**config.mk**
```make
export PLATFORM = sky130hd
export DESIGN_NAME = parking_tracker
export DESIGN_NICKNAME = d
export VERILOG_FILES = /design/src/rtl/parking_tracker.sv
export SDC_FILE = /design/constraint.sdc
export NUM_CORES = 1
export LEC_CHECK = 0
export CAP_MARGIN = 10
export CORE_MARGIN = 2
export CORE_UTILIZATION = 30
export DETAILED_ROUTE_END_ITERATION = 10
export GPL_TIMING_DRIVEN = 0
export MAX_ROUTING_LAYER = met4
export SLEW_MARGIN = 20
export SYNTH_ARGS = -nofsm -noshare
export SYNTH_HDL_FRONTEND = slang
export SYNTH_SLANG_ARGS = --single-unit
```
**constraint.sdc**
```tcl
create_clock -name clk -period 4.3 [get_ports clk]
set_input_delay 0.86 -clock clk [delete_from_list [all_inputs] [get_ports clk]]
set_output_delay 0.86 -clock clk [all_outputs]
set_load 0.005 [all_outputs]
```
**src/rtl/parking_tracker.sv**
```systemverilog
// Parking-lot front end: samples slot sensors, counts arrivals per work hour into
// an 8x16 car-track RAM, tracks the rush-hour window and scrolls the RAM out after the day ends.
module parking_tracker #(
    parameter int unsigned SCROLL_CYCLES = 50_000_000
) (
    input  logic        clk,
    input  logic        rst_n,
    input  logic [2:0]  slot_sensor,
    input  logic        hour_tick,
    output logic [2:0]  parking_status,
    output logic [3:0]  work_hour,
    output logic        work_day_expired,
    output logic [3:0]  rush_start,
    output logic        rush_start_exist,
    output logic [3:0]  rush_end,
    output logic        rush_end_exist,
    output logic [2:0]  car_track_ram_addr,
    output logic [15:0] car_track_ram_out
);

    localparam int unsigned SW = (SCROLL_CYCLES > 2) ? $clog2(SCROLL_CYCLES) : 1;

    typedef enum logic {
        COUNTING,
        EXPIRED
    } state_t;

    state_t         r_state;
    logic [15:0]    r_count;
    logic [SW-1:0]  r_scroll;
    logic [15:0]    r_ram [8];

    logic [2:0]     w_new;
    logic [1:0]     w_pop;
    logic [16:0]    w_sum;
    logic [15:0]    w_sat;
    logic           w_ram_we;
    logic           w_scroll_wrap;

    always_comb begin
        w_new         = slot_sensor & ~parking_status;
        w_pop         = {1'b0, w_new[0]} + {1'b0, w_new[1]} + {1'b0, w_new[2]};
        w_sum         = {1'b0, r_count} + {15'b0, w_pop};
        w_sat         = w_sum[16] ? '1 : w_sum[15:0];
        w_ram_we      = (r_state == COUNTING) && hour_tick;
        w_scroll_wrap = (r_scroll == SW'(SCROLL_CYCLES - 1));
    end

    // Storage carries no reset; every entry is written before the readout reaches it.
    always_ff @(posedge clk) begin
        if (w_ram_we) begin
            r_ram[work_hour[2:0]] <= w_sat;
        end
    end

    always_ff @(posedge clk or negedge rst_n) begin
        if (!rst_n) begin
            r_state            <= COUNTING;
            r_count            <= '0;
            r_scroll           <= '0;
            parking_status     <= '0;
            work_hour          <= '0;
            work_day_expired   <= 1'b0;
            rush_start         <= '0;
            rush_start_exist   <= 1'b0;
            rush_end           <= '0;
            rush_end_exist     <= 1'b0;
            car_track_ram_addr <= '0;
            car_track_ram_out  <= '0;
        end else begin
            parking_status    <= slot_sensor;
            car_track_ram_out <= r_ram[car_track_ram_addr];

            case (r_state)
                COUNTING: begin
                    if (slot_sensor == 3'b111 && !rush_start_exist) begin
                        rush_start       <= work_hour;
                        rush_start_exist <= 1'b1;
                    end
                    if (rush_start_exist && !rush_end_exist && slot_sensor == 3'b000) begin
                        rush_end       <= work_hour;
                        rush_end_exist <= 1'b1;
                    end

                    if (hour_tick) begin
                        r_count <= '0;
                        if (work_hour < 4'd7) begin
                            work_hour <= work_hour + 4'd1;
                        end else begin
                            work_day_expired   <= 1'b1;
                            r_state            <= EXPIRED;
                            car_track_ram_addr <= 3'd7;
                            r_scroll           <= '0;
                        end
                    end else begin
                        r_count <= w_sat;
                    end
                end

                EXPIRED: begin
                    // Address walks downward and wraps 0 -> 7 naturally in 3 bits.
                    if (w_scroll_wrap) begin
                        r_scroll           <= '0;
                        car_track_ram_addr <= car_track_ram_addr - 3'd1;
                    end else begin
                        r_scroll <= r_scroll + SW'(1);
                    end
                end

                default: r_state <= COUNTING;
            endcase
        end
    end

endmodule

```
==> qor_table.md <==
| Stage | Parameter | Reported |
| --- | --- | --- |
| outcome | Run status | completed |
| logic synthesis | Yosys top cell by area | sky130_fd_sc_hd__edfxtp_1 |
| cts | CTS tree | done |
| logic synthesis | Share of the synthesized area in compound gates (AO/OA/AOI/OAI) | 6.05% |
| setup path | Startpoint Class | primary input |
| logic synthesis | XOR/XNOR share of the synthesized area | 3.41% |
| die | Core Footprint | 28700 sq um |
| final layout | Most common cell after layout, fill and taps aside | sky130_fd_sc_hd__edfxtp_1 |
| global routing | Overflow left after global routing | 0 |
| routing | Total wirelength of the detailed-routed design | 18900 um |
| cts | Setup Buffers After CTS | 0 |
| die | Horizontal die dimension | 175 um |
| cts | Count of clock tree sinks | 208 |
| die | Starting density of the core | 30.5% |
| logic synthesis | Number of flops mapped to enable cells by yosys | 128 |
| final layout | Antenna diode count | 0 |
| power | Clock network fraction of design power | 42.7% |
| timing | Min cycle time layout | 4.08 ns |
| cts | Clock latency of the later-clocked register in the worst-skew pair | 0.51 ns |
| cts | Number of CTS-inserted buffers | 22 |
| timing | Ratio of final minimum period to clock period | 94.8% |
| setup path | Sort of element at the end of the critical path | flip-flop |
| die | Die area | 30500 sq um |
| setup path | Worst path arrival time | 4.28 ns |
| routing | Pre-Repair DR Iteration Count | 5 |
| cts | Clock buffer depth | 3 |
| cts | H-tree depth reported by CTS | 1 |
| global routing | Global-route wire length before repair | 30000 um |
| place | Number of I/O port buffers | 42 |
| logic synthesis | Post-Syn Instances | 582 |
| routing | Ratio of routed vias to standard cells | 4.74 |
| final layout | Area Growth Syn to Fin | 20.5% |
| logic synthesis | Number of flip-flops and latches in the synthesized netlist | 208 |
| logic synthesis | Combined area of all synthesized cells | 8740 sq um |
| timing | Worst slew margin | 34.0% |
| routing | Detailed-route via count | 5021 |
| cts | Total of cells resized after clock tree synthesis | 0 |
| routing | Routed wire per std cell | 17.8 um |
| setup path | Endpoint required time on the critical path | 4.50 ns |
| global routing | Via count of the first global-routing pass | 5103 |
| routing | Initial detailed-routing violation count | 363 |
| die | # IOs | 43 |
| setup path | Crit path max fanout | 10 |
| timing | Fin Clk Skew | 0.0130 ns |
| timing | Number of endpoints failing setup at the final stage | 0 |
| logic synthesis | Area share of and/or/nand/nor cells after synthesis | 8.93% |
| cts | Clock-pin slew on the worst setup and hold paths | 0.06 ns |
| power | Total leakage power | 0.00372 uW |
| final layout | Number of nets in the layout | 673 |
| routing | Post-route DRC | 0 |
| logic synthesis | Cell types with the largest area share after synthesis | sky130_fd_sc_hd__edfxtp_1 44%, sky130_fd_sc_hd__dfrtp_1 23%, sky130_fd_sc_hd__mux4_2 8.2% |
| hold path | Worst min-delay path class | primary input to asynchronous set/reset pin |
| final layout | Area of all placed cells without fillers | 10500 sq um |
| final layout | Commonest cells after routing, fill and taps aside | 128 x sky130_fd_sc_hd__edfxtp_1, 80 x sky130_fd_sc_hd__dfrtp_1, 54 x sky130_fd_sc_hd__nand2_1 |
| routing | Antenna violation net count after detailed routing | 0 |
| timing | Setup repair after global routing missed its margin | false |
| power | Fraction of power consumed by combinational cells | 6.1% |
| logic synthesis | Syn Nets | 595 |
| place | Total placed instance area | 9810 sq um |
| global routing | Number of antenna violations at the first check in global routing | 0 |
| logic synthesis | Main combinational cell family by area after synthesis | multiplexers |
| global routing | Maximum number of pins on one net before global-route repair | 68 |
| timing | Peak clock frequency supported by timing | 0.245 GHz |
| place | Placed wire-length estimate | 12200 um |
| power | Peak VDD IR | 0.237 mV |
| timing | Accumulated negative setup slack | 0 ns |
| setup path | Critical path class | primary input to flip-flop |
| die | Y dimension of the die | 175 um |
| power | Net Sw Power | 1010 uW |
| cts | Cell chosen for the clock root | sky130_fd_sc_hd__clkbuf_16 |
| timing | Worst-Margin Slew | 0.980 ns |
| logic synthesis | Yosys synthesis warning count | 0 |
| logic synthesis | Synthesized-area fraction occupied by adder cells | 1.17% |
| logic synthesis | Count of different cell masters after synthesis | 53 |
| power | Internal power consumption | 3460 uW |
| logic synthesis | Leading register cell type out of synthesis | sky130_fd_sc_hd__edfxtp_1 |
| flow run | Max capacitance violation total | 0 |
| timing | Final hold violations | 0 |
| die | Number of rows in the core area | 62 |
| logic synthesis | Multiplexer fraction of the synthesized cell area | 11.5% |
| timing | Final slew viol count | 0 |
| power | Power density normalized to cell area | 424 nW/um^2 |
| power | Proportion of power drawn by flip-flops and latches | 51.2% |
| power | Switching share of total power | 22.5% |
| cts | Post-CTS Hold Buffers | 0 |
| final layout | Fraction of final layout cells sized beyond drive strength 1 | 20.0% |
| logic synthesis | Top-area cell type share of the netlist area | 44.0% |
| logic synthesis | Sequential cell area fraction in the yosys report | 66.9% |
| place | Routability Congestion | 0.808 |
| logic synthesis | Post-synth ARST share | 38.5% |
| global routing | Overall track demand over capacity in global routing | 13.0% |
| logic synthesis | Synth Area per Inst | 15.0 sq um |
## cells in the mapped netlist (4+ instances only)
cell type                  count
sky130_fd_sc_hd__a21oi_1      20
sky130_fd_sc_hd__a31o_2        5
sky130_fd_sc_hd__a31oi_1       6
sky130_fd_sc_hd__and3_1       10
sky130_fd_sc_hd__buf_2         5
sky130_fd_sc_hd__clkbuf_1     16
sky130_fd_sc_hd__dfrtp_1      80
sky130_fd_sc_hd__edfxtp_1    128
sky130_fd_sc_hd__ha_1          5
sky130_fd_sc_hd__inv_1        11
sky130_fd_sc_hd__mux2_2       25
sky130_fd_sc_hd__mux4_2       32
sky130_fd_sc_hd__nand2_1      54
sky130_fd_sc_hd__nand2b_1      8
sky130_fd_sc_hd__nand3_1      18
sky130_fd_sc_hd__nand4_1      10
sky130_fd_sc_hd__nor2_1       18
sky130_fd_sc_hd__nor3_1       13
sky130_fd_sc_hd__o21ai_0      32
sky130_fd_sc_hd__o22a_1        4
sky130_fd_sc_hd__xnor2_1      18
sky130_fd_sc_hd__xor2_1       16
## kinds of logic after synthesis
kind of cell / after synthesis
flops: 208
simple gates: 153
compound gates: 83
mux: 57
buf+inv: 40
xor+xnor: 34
fa+ha+maj: 7
## registers in the layout (all words and copies together) (netlist names)
register and count:
parking_status 3, r_count 16, rush_start_exist 1, r_state 1
car_track_ram_out 16, r_ram 128, work_day_expired 1, rush_end_exist 1
rush_start 4, work_hour 4, r_scroll 26, rush_end 4
car_track_ram_addr 3
## critical path, cell delays in order
cell and delay [ns]:
sky130_fd_sc_hd__clkdlybuf4s50_1 0.55, sky130_fd_sc_hd__nand2b_1 0.11, sky130_fd_sc_hd__fa_1 0.45, sky130_fd_sc_hd__inv_1 0.07
sky130_fd_sc_hd__ha_1 0.19, sky130_fd_sc_hd__fa_1 0.27, sky130_fd_sc_hd__and3_1 0.28, sky130_fd_sc_hd__nand2_1 0.16
sky130_fd_sc_hd__or3_1 0.41, sky130_fd_sc_hd__buf_6 0.16, sky130_fd_sc_hd__buf_8 0.14, sky130_fd_sc_hd__buf_2 0.19
sky130_fd_sc_hd__o21ai_1 0.42
## metrics by stage
stage	power [uW]	setup WS, ns	utilization, %	instances	hold WS (ns)
2_1_floorplan	2480	0.835	-	582	0.451
3_3_place_gp	2590	-1.17	33.6	1008	0.442
3_5_place_dp	2600	-0.455	34.2	1020	0.446
4_1_cts	4520	0.0771	36.7	1060	0.165
5_1_grt	4640	0.0123	36.7	1060	0.165
6_report	4460	0.223	36.7	1060	0.170
## routing by layer
| metal | routed length, um | vias to the layer above | GRT usage, % | share of wire (%) |
|---|---|---|---|---|
| met1 | 9260 | 2516 | 19.1 | 49 |
| met5 | 0 | - | - | 0 |
| met3 | 988 | 22 | 2.50 | 5.2 |
| met4 | 318 | 0 | 2.36 | 1.7 |
| li1 | - | 2355 | - | - |
| met2 | 8310 | 128 | 19.0 | 44 |
## final timing paths
kind | to | cells past startpoint | start | slack (ns)
worst max-delay path | r_ram[1][5] | 13 | slot_sensor[0] | 0.22
worst max register to register | r_ram[1][5] | 12 | parking_status[0] | 0.71
min in group clk | work_day_expired | 1 | work_day_expired | 0.46
worst min-delay path | car_track_ram_out[3] | 1 | rst_n | 0.17
worst min register to register | work_day_expired | 1 | work_day_expired | 0.46
max in group asynchronous | work_hour[3] | 2 | rst_n | 3.52
## power by group through the flow
stage / clock network, uW / registers [uW] / logic (uW)
2_1_floorplan: 0 / 2310 / 180
3_3_place_gp: 0 / 2320 / 269
3_5_place_dp: 0 / 2320 / 279
4_1_cts: 1950 / 2280 / 280
5_1_grt: 2030 / 2300 / 312
6_report: 1910 / 2280 / 274
## final cells by class
type	instances	area [sq um]
Sequential cell	208	5850
Inverter	12	45.0
Timing Repair Buffer	54	534
Clock inverter	12	114
Clock buffer	28	614
Fill cell	2739	18200
Buffer	28	140
Tap cell	384	480
Multi-Input combinational cell	334	2760
Note: power is estimated with default switching activity, not from simulation.
